**src/rtl/hdmi_period_sched_if.sv**
```systemverilog
// Packetizer handshake plus the per-character period description fed to the TMDS encoders.
// Latency: none, signal bundle only.
// Backpressure: o_pkt_ready is a one-cycle offer; a transfer happens only when i_pkt_valid is high with it.
interface hdmi_period_sched_if;
    logic        i_pkt_valid;
    logic        o_pkt_ready;
    logic [4:0]  o_pkt_idx;
    logic [1:0]  o_dtype;
    logic        o_gtype;
    logic [1:0]  o_ctl0;
    logic [1:0]  o_ctl1;
    logic [1:0]  o_ctl2;
    logic [11:0] o_hpos;
    logic [11:0] o_vpos;

    // Packetizer / encoder side
    modport master (
        output i_pkt_valid,
        input  o_pkt_ready, o_pkt_idx, o_dtype, o_gtype,
        input  o_ctl0, o_ctl1, o_ctl2, o_hpos, o_vpos
    );

    // Scheduler side
    modport slave (
        input  i_pkt_valid,
        output o_pkt_ready, o_pkt_idx, o_dtype, o_gtype,
        output o_ctl0, o_ctl1, o_ctl2, o_hpos, o_vpos
    );
endinterface

```
**src/rtl/hdmi_period_sched.sv**
```systemverilog
// HDMI raster counter and per-character period scheduler (video, preamble, guard, data island, control).
// Latency: all outputs registered together, one clock after the raster counter; (0,0) is presented first clock after reset.
// Backpressure: none on the raster; an island runs only if i_pkt_valid is high during the o_pkt_ready cycle.
// Data-island scheduling is compiled in only when HDMI_ISLAND_EN is defined.
module hdmi_period_sched #(
    parameter int H_ACTIVE = 1280,
    parameter int H_FRONT  = 110,
    parameter int H_SYNCW  = 40,
    parameter int H_TOTAL  = 1650,
    parameter int V_ACTIVE = 720,
    parameter int V_FRONT  = 5,
    parameter int V_SYNCW  = 5,
    parameter int V_TOTAL  = 750
) (
    input  logic               i_clk,
    input  logic               i_reset_n,
    hdmi_period_sched_if.slave bus
);
    localparam logic [11:0] H_LAST     = 12'(H_TOTAL - 1);
    localparam logic [11:0] V_LAST     = 12'(V_TOTAL - 1);
    localparam logic [11:0] H_ACT      = 12'(H_ACTIVE);
    localparam logic [11:0] V_ACT      = 12'(V_ACTIVE);
    localparam logic [11:0] V_ACT_LAST = 12'(V_ACTIVE - 1);
    localparam logic [11:0] HS_BEG     = 12'(H_ACTIVE + H_FRONT);
    localparam logic [11:0] HS_END     = 12'(H_ACTIVE + H_FRONT + H_SYNCW);
    localparam logic [11:0] VS_BEG     = 12'(V_ACTIVE + V_FRONT);
    localparam logic [11:0] VS_END     = 12'(V_ACTIVE + V_FRONT + V_SYNCW);
    localparam logic [11:0] VPRE_BEG   = 12'(H_TOTAL - 10);
    localparam logic [11:0] VGRD_BEG   = 12'(H_TOTAL - 2);

    // h_q/v_q address the character whose outputs are being computed this cycle
    logic [11:0] h_q, h_d, v_q, v_d;
    logic        hsync, vsync, next_line_act;

    logic [1:0]  dtype_q, dtype_d;
    logic        gtype_q, gtype_d;
    logic [1:0]  ctl1_q, ctl1_d;
    logic [1:0]  ctl2_q, ctl2_d;
    logic [1:0]  ctl0_q;
    logic [4:0]  idx_q, idx_d;
    logic [11:0] hpos_q, vpos_q;

    assign hsync         = (h_q >= HS_BEG) && (h_q < HS_END);
    assign vsync         = (v_q >= VS_BEG) && (v_q < VS_END);
    assign next_line_act = (v_q < V_ACT_LAST) || (v_q == V_LAST);

    // Raster advance: h wraps each line, v steps on h wrap and wraps each frame
    always_comb begin
        h_d = h_q + 12'd1;
        v_d = v_q;
        if (h_q == H_LAST) begin
            h_d = '0;
            v_d = (v_q == V_LAST) ? '0 : v_q + 12'd1;
        end
    end

    // Raster counter register
    always_ff @(posedge i_clk or negedge i_reset_n) begin
        if (!i_reset_n) begin
            h_q <= '0;
            v_q <= '0;
        end else begin
            h_q <= h_d;
            v_q <= v_d;
        end
    end

`ifdef HDMI_ISLAND_EN
    typedef enum logic [2:0] {IDLE, PRE, LGUARD, DATA, TGUARD} state_t;

    // state_q/sub_q describe the character currently presented on the outputs
    state_t     state_q, state_d;
    logic [4:0] sub_q, sub_d;
    logic       ready_q, ready_d;
    logic       accept;

    assign accept          = ready_q & bus.i_pkt_valid;
    assign ready_d         = (h_q == 12'(H_ACTIVE + 3));
    assign bus.o_pkt_ready = ready_q;

    // Island FSM state register
    always_ff @(posedge i_clk or negedge i_reset_n) begin
        if (!i_reset_n) begin
            state_q <= IDLE;
            sub_q   <= '0;
            ready_q <= 1'b0;
        end else begin
            state_q <= state_d;
            sub_q   <= sub_d;
            ready_q <= ready_d;
        end
    end

    // Island FSM next state: 8 preamble, 2 guard, 32 data, 2 guard characters
    always_comb begin
        state_d = state_q;
        sub_d   = sub_q + 5'd1;
        case (state_q)
            IDLE: begin
                sub_d = '0;
                if (accept) state_d = PRE;
            end
            PRE:    if (sub_q == 5'd7)  begin state_d = LGUARD; sub_d = '0; end
            LGUARD: if (sub_q == 5'd1)  begin state_d = DATA;   sub_d = '0; end
            DATA:   if (sub_q == 5'd31) begin state_d = TGUARD; sub_d = '0; end
            TGUARD: if (sub_q == 5'd1)  begin state_d = IDLE;   sub_d = '0; end
            default: begin
                state_d = IDLE;
                sub_d   = '0;
            end
        endcase
    end
`else
    logic pkt_valid_unused;
    assign pkt_valid_unused = bus.i_pkt_valid;
    assign bus.o_pkt_ready  = 1'b0;
`endif

    // Period decode for the character at (h_q, v_q); islands sit in blanking before the video preamble
    always_comb begin
        dtype_d = 2'b01;
        gtype_d = 1'b0;
        ctl1_d  = 2'b00;
        ctl2_d  = 2'b00;
        idx_d   = '0;
        if ((h_q < H_ACT) && (v_q < V_ACT)) begin
            dtype_d = 2'b11;
        end else if (next_line_act && (h_q >= VGRD_BEG)) begin
            dtype_d = 2'b00;
        end else if (next_line_act && (h_q >= VPRE_BEG)) begin
            ctl1_d = 2'b01;
        end
`ifdef HDMI_ISLAND_EN
        case (state_d)
            PRE: begin
                ctl1_d = 2'b01;
                ctl2_d = 2'b01;
            end
            LGUARD, TGUARD: begin
                dtype_d = 2'b00;
                gtype_d = 1'b1;
            end
            DATA: begin
                dtype_d = 2'b10;
                idx_d   = sub_d;
            end
            default: ;
        endcase
`endif
    end

    // Output register: every field describes the same character
    always_ff @(posedge i_clk or negedge i_reset_n) begin
        if (!i_reset_n) begin
            dtype_q <= 2'b01;
            gtype_q <= 1'b0;
            ctl0_q  <= 2'b00;
            ctl1_q  <= 2'b00;
            ctl2_q  <= 2'b00;
            idx_q   <= '0;
            hpos_q  <= '0;
            vpos_q  <= '0;
        end else begin
            dtype_q <= dtype_d;
            gtype_q <= gtype_d;
            ctl0_q  <= {vsync, hsync};
            ctl1_q  <= ctl1_d;
            ctl2_q  <= ctl2_d;
            idx_q   <= idx_d;
            hpos_q  <= h_q;
            vpos_q  <= v_q;
        end
    end

    assign bus.o_dtype   = dtype_q;
    assign bus.o_gtype   = gtype_q;
    assign bus.o_ctl0    = ctl0_q;
    assign bus.o_ctl1    = ctl1_q;
    assign bus.o_ctl2    = ctl2_q;
    assign bus.o_pkt_idx = idx_q;
    assign bus.o_hpos    = hpos_q;
    assign bus.o_vpos    = vpos_q;
endmodule

```
**src/flat_wrapper.sv**
```systemverilog
// flat-port wrapper written by rule: the top's interface ports become plain ports
module hdmi_period_sched_flat 
#(
    parameter int H_ACTIVE = 1280,
    parameter int H_FRONT  = 110,
    parameter int H_SYNCW  = 40,
    parameter int H_TOTAL  = 1650,
    parameter int V_ACTIVE = 720,
    parameter int V_FRONT  = 5,
    parameter int V_SYNCW  = 5,
    parameter int V_TOTAL  = 750
)
  (i_clk, i_reset_n, bus_i_pkt_valid, bus_o_pkt_ready, bus_o_pkt_idx, bus_o_dtype, bus_o_gtype, bus_o_ctl0, bus_o_ctl1, bus_o_ctl2, bus_o_hpos, bus_o_vpos);
  hdmi_period_sched_if bus_i ();
  input  logic i_clk;
  input  logic i_reset_n;
  input wire logic [$bits(bus_i.i_pkt_valid)-1:0] bus_i_pkt_valid;
  output wire logic [$bits(bus_i.o_pkt_ready)-1:0] bus_o_pkt_ready;
  output wire logic [$bits(bus_i.o_pkt_idx)-1:0] bus_o_pkt_idx;
  output wire logic [$bits(bus_i.o_dtype)-1:0] bus_o_dtype;
  output wire logic [$bits(bus_i.o_gtype)-1:0] bus_o_gtype;
  output wire logic [$bits(bus_i.o_ctl0)-1:0] bus_o_ctl0;
  output wire logic [$bits(bus_i.o_ctl1)-1:0] bus_o_ctl1;
  output wire logic [$bits(bus_i.o_ctl2)-1:0] bus_o_ctl2;
  output wire logic [$bits(bus_i.o_hpos)-1:0] bus_o_hpos;
  output wire logic [$bits(bus_i.o_vpos)-1:0] bus_o_vpos;
  assign bus_i.i_pkt_valid = bus_i_pkt_valid;
  assign bus_o_pkt_ready = bus_i.o_pkt_ready;
  assign bus_o_pkt_idx = bus_i.o_pkt_idx;
  assign bus_o_dtype = bus_i.o_dtype;
  assign bus_o_gtype = bus_i.o_gtype;
  assign bus_o_ctl0 = bus_i.o_ctl0;
  assign bus_o_ctl1 = bus_i.o_ctl1;
  assign bus_o_ctl2 = bus_i.o_ctl2;
  assign bus_o_hpos = bus_i.o_hpos;
  assign bus_o_vpos = bus_i.o_vpos;
  hdmi_period_sched #(.H_ACTIVE(H_ACTIVE), .H_FRONT(H_FRONT), .H_SYNCW(H_SYNCW), .H_TOTAL(H_TOTAL), .V_ACTIVE(V_ACTIVE), .V_FRONT(V_FRONT), .V_SYNCW(V_SYNCW), .V_TOTAL(V_TOTAL)) u_core (.i_clk(i_clk), .i_reset_n(i_reset_n), .bus(bus_i));
endmodule
```
**config.mk**
```make
export PLATFORM = sky130hd
export DESIGN_NAME = hdmi_period_sched_flat
export DESIGN_NICKNAME = d
export VERILOG_FILES = /design/src/rtl/hdmi_period_sched_if.sv /design/src/rtl/hdmi_period_sched.sv /design/src/flat_wrapper.sv
export SDC_FILE = /design/constraint.sdc
export NUM_CORES = 1
export LEC_CHECK = 0
export CELL_PAD_IN_SITES_DETAIL_PLACEMENT = 0
export CELL_PAD_IN_SITES_GLOBAL_PLACEMENT = 2
export CORE_ASPECT_RATIO = 0.6
export CORE_UTILIZATION = 33
export DETAILED_ROUTE_END_ITERATION = 16
export GPL_ROUTABILITY_DRIVEN = 0
export HOLD_SLACK_MARGIN = 0.1
export PLACE_DENSITY = 0.87
export SLEW_MARGIN = 20
export SYNTH_ARGS = -nofsm -noshare
export SYNTH_HDL_FRONTEND = slang
export SYNTH_SLANG_ARGS = --single-unit
```
**constraint.sdc**
```tcl
create_clock -name i_clk -period 2.63 [get_ports i_clk]
set_input_delay 0.526 -clock i_clk [delete_from_list [all_inputs] [get_ports i_clk]]
set_output_delay 0.526 -clock i_clk [all_outputs]
set_load 0.005 [all_outputs]
```
After elaboration in Yosys (flattened, before gate mapping)
Index checks and enable logic that the tools add are counted.
{"block": "op_classes", "reduce_logical": 6, "eq_ne": 2, "n_lt_le_gt_ge": 9, "addsub": 2, "mul": 0, "bitwise": 0, "shifts": 0, "n_div": 0, "mux": 7}
{"op": ">= comparator 12 x 11 -> 1 bit, second input constant", "count": 3}
{"op": "< comparator 12 x 10 -> 1 bit, second input constant", "count": 3}
{"op": "adder 12 x 1 -> 12 bit, second input constant", "count": 2}
{"op": "< comparator 12 x 11 -> 1 bit, second input constant", "count": 2}
{"op": "two-way mux 12 bit", "count": 2}
{"op": "== test 12 x 10 -> 1 bit, second input constant", "count": 1}
{"op": "== test 12 x 11 -> 1 bit, second input constant", "count": 1}
{"op": ">= comparator 12 x 10 -> 1 bit, second input constant", "count": 1}
{"op": "two-way mux 2 bit", "count": 3}
{"op": "logical AND 1 bit", "count": 5}
{"op": "two-way mux 1 bit", "count": 2}
{"op": "logical OR 1 bit", "count": 1}
{"block": "totals", "ramBits": 0, "romBits": 0, "regBits": 54, "mem_count": 0, "in_bits": 3, "out_inout_bits": 39, "latchBits": 0}

Depth between registers and ports, before layout
{"block": "depth", "word_depth": 6, "ltp_mapped": 7, "mapped_depth_nobuf": 6}

Worst setup path before layout
OpenSTA, ideal clock, no wires.
{"block": "synth_path", "path_kind": "register to register", "startpoint": "reg u_core.h_q[1]", "endpoint": "reg u_core.v_q[6]", "path_slack_ns": 0.504, "n_path_buf": 0, "required_ns": 2.547, "arrival_time_ns": 2.043, "stages_incl_launch_ff": 7, "setup_ns": 0.083, "cell_sequence": "dfrtp_1 inv_1 ha_1 or3b_2 or4_4 or4_1 o21ai_0"}
{"block": "synth_via", "elab_chain_cells": 1}
{"element": "from (decl)", "line_no": "hdmi_period_sched.sv:32", "rtl": "logic [11:0] h_q, h_d, v_q, v_d;"}
{"element": "from (signal assigned)", "line_no": "hdmi_period_sched.sv:60", "rtl": "h_q <= '0;"}
{"element": "from (signal assigned)", "line_no": "hdmi_period_sched.sv:63", "rtl": "h_q <= h_d;"}
{"element": "== test 12 x 11 -> 1 bit", "line_no": "hdmi_period_sched.sv:51", "rtl": "if (h_q == H_LAST) begin"}
{"element": "to (signal assigned)", "line_no": "hdmi_period_sched.sv:64", "rtl": "v_q <= v_d;"}
{"element": "to (decl)", "line_no": "hdmi_period_sched.sv:32"}
No other way between the ends.
A chain may end at the register's enable or synchronous reset.

Worst setup path in the final report
{"block": "layout_path", "startpoint": "reg u_core.h_q[0]", "endpoint": "reg u_core.v_q[6]"}
The elaborated chain is that of the path after synthesis.

==> metrics.csv <==
metric,value,unit
core area,6300,sq um
"Slew Viols, Final",0,
placed inst area,2580,sq um
ys async rst share,1.00,
status,completed,
Layout Nets,237,
Worst EP required,2.87,ns
Max-Cap Viols,0,
Die Y,65.5,um
Slew headroom,0.548,
endpoints failing setup,0,
f_max,0.434,GHz
Post-synth top flop,dfrtp_1,
Synth Instances,190,
CTS Buffer Depth,2,
crit path time final,2.30,ns
Overflow after GRT,0,
Syn Area/Cell,11.7,sq um
Worst Tran Pin Value,0.678,ns
synthesis-stage register bit count,53,
share of cells above drive strength 1,0.0961,
R2R cell count,5,
Worst Path Arrival,2.55,ns
Post-synth EDFFs,0,
post_cts resized,0,
sequential area share after synthesis,0.599,
first-pass GRT wire length,7.35,mm
HP Class,in2async,
CP Launch Type,flop,
initial antenna violation count,0,
Setup Skew,0.00798,ns
"count leader, synth",dfrtp_1,
filler cell count,630,
synth warn,0,
count of different cell masters after synthesis,41,
Final Power,1400,uW
Initial Utilization,0.352,
clk sink count,53,
die area,7060,sq um
LEAKAGE,0.00123,uW
total iterations of the first detailed-routing run,4,
post-DP HPWL,3.13,mm
"Slowest-stage cell, CP",or4_4,
Avg WL per Cell,14.3,um
main area contributors after synthesis,"dfrtp_1, buf_4, ha_1",
Worst path depth,5,
VDD IR-drop max,0.000196,V
Post-CTS Setup Bufs,0,
CP peak stage delay,0.55,ns
drc violations,0,
via count of the routed design,1485,
Reg area,1330,sq um
Routed Antenna Nets,0,
row cnt,22,
root buffer cell,clkbuf_8,
final hold vios,0,
CP Class,reg2reg,
pwr dens,518,nW/um^2
RSZ-0062 raised after global routing,false,
I/O pin total,42,
CTS Buf Count,5,
DRT Wirelength,4.47,mm
R2R Path End,u_core.v_q[6],
Worst setup EP type,flop,
vias per cell,4.74,
Worst-Skew Late Latency,0.31,ns
fin crit share,0.876,
fin util,0.428,
Inserted Diodes,0,
reg2reg setup slack,0.33,ns
CTS tree,built,
critical path launch point,u_core.h_q[0],
vias in the first global route,1380,
top-area cell type share of the netlist area,0.587,
"Reg clk slew, reported paths",0.10,ns
largest net degree at the start of global routing,32,
"area leader, netlist",dfrtp_1,
I/O Buffers,30,
crit path capture,u_core.v_q[6],
Layout area overhead,21.7,%
H-Tree Level Count,2,
hold_buf cts,0,
DRT iter0 DRCs,85,
CP Cell Sequence,"ha_1, or3b_2, or4_4, or4_1, o21ai_0",
setup_tns,0,ns
"top cells by count, synth","dfrtp_1, nor2_1",
RR Startpoint,u_core.h_q[0],
"Cell Area, Synth",2220,sq um
crit path buf inv count,0,
Multi-input gate area,782,sq um
GRT Util Overall,0.140,
Die X,108,um
crit-path max FO,13,
cell family with most CP delay,simple AND/OR/NAND/NOR gates,
post-route cell area,2700,sq um
==> layer usage <==
layer	wire length, um	global-route usage	vias up
met4	38	0.0411	0
met5	0	0	-
met3	199	0.0377	5
met2	1660	0.170	31
li1	-	-	729
met1	2570	0.228	720
==> area by class of cell <==
class                      instances  share of cell area
clock buffer                       5              0.0255
inverter                          10              0.0139
clock inverter                     3              0.0162
timing repair buffer              35               0.123
multi-input combinational        123               0.290
sequential                        53               0.492
tap                               84              0.0390
==> cells by family (layout without fill, tap and decap cells) <==
group           Yosys count  in the layout  synth area share
simple gates             65             65             0.169
flops                    53             53             0.599
compound gates           31             31            0.0898
buf+inv                  23             53            0.0632
xor+xnor                 11             11            0.0435
fa+ha+maj                 6              6            0.0339
other cells               1             10           0.00169
==> state kept, by name, summed over array words and instances, names as in the netlist <==
name	flops
u_core.h_q	12
u_core.bus.o_ctl1	1
u_core.bus.o_hpos	12
u_core.v_q	12
u_core.bus.o_ctl0	2
u_core.bus.o_vpos	12
u_core.bus.o_dtype	2
==> how the worst min path moves through the flow <==
stage | from | slack, ns | endpoint | cells past startpoint
finish | i_reset_n | 0.24 | u_core.bus.o_vpos[8] | 1
global route | i_reset_n | 0.31 | u_core.bus.o_vpos[8] | 1
CTS | i_reset_n | 0.26 | u_core.bus.o_vpos[11] | 1
detailed placement | u_core.v_q[9] | 0.44 | u_core.bus.o_vpos[9] | 0
global placement | u_core.v_q[11] | 0.43 | u_core.bus.o_vpos[11] | 0
floorplan | i_reset_n | 0.23 | u_core.bus.o_ctl0[0] | 0
==> report_power, final <==
| group | leakage [uW] | switching (uW) | total (uW) | internal (uW) |
|---|---|---|---|---|
| logic | 0.000463 | 18.8 | 21.2 | 2.47 |
| clock network | 0.0000585 | 276 | 561 | 286 |
| registers | 0.000708 | 0 | 814 | 814 |
| total | 0.00123 | 295 | 1400 | 1100 |
==> layout by cell type (no fill, tap or decap), drive strengths merged, types with 2 or more instances in the layout <==
cell	instances
nor4	6
or3	4
conb	10
xnor2	5
nand4	6
a21oi	6
a31oi	4
nand3	10
nor3	6
ha	6
a22o	3
dfrtp	52
or4	2
nor2	11
inv	11
nand2	10
o21ai	9
clkdlybuf4s50	29
clkbuf	5
buf	6
xor2	6
and3	5
and4	2
==> through the flow <==
stage,setup WS [ns],instances,hold slack [ns]
floorplan,0.504,199,0.230
global placement,0.342,305,0.434
detailed placement,0.320,305,0.437
CTS,0.299,313,0.260
global route,0.188,313,0.306
finish,0.326,313,0.240
==> worst reg2reg max path, cell delays in order, from the launching register on <==
cell	delay, ns
dfrtp_1	0.46
ha_1	0.17
or3b_2	0.46
or4_4	0.55
or4_1	0.52
o21ai_0	0.08
(Power assumes the default switching activity.)
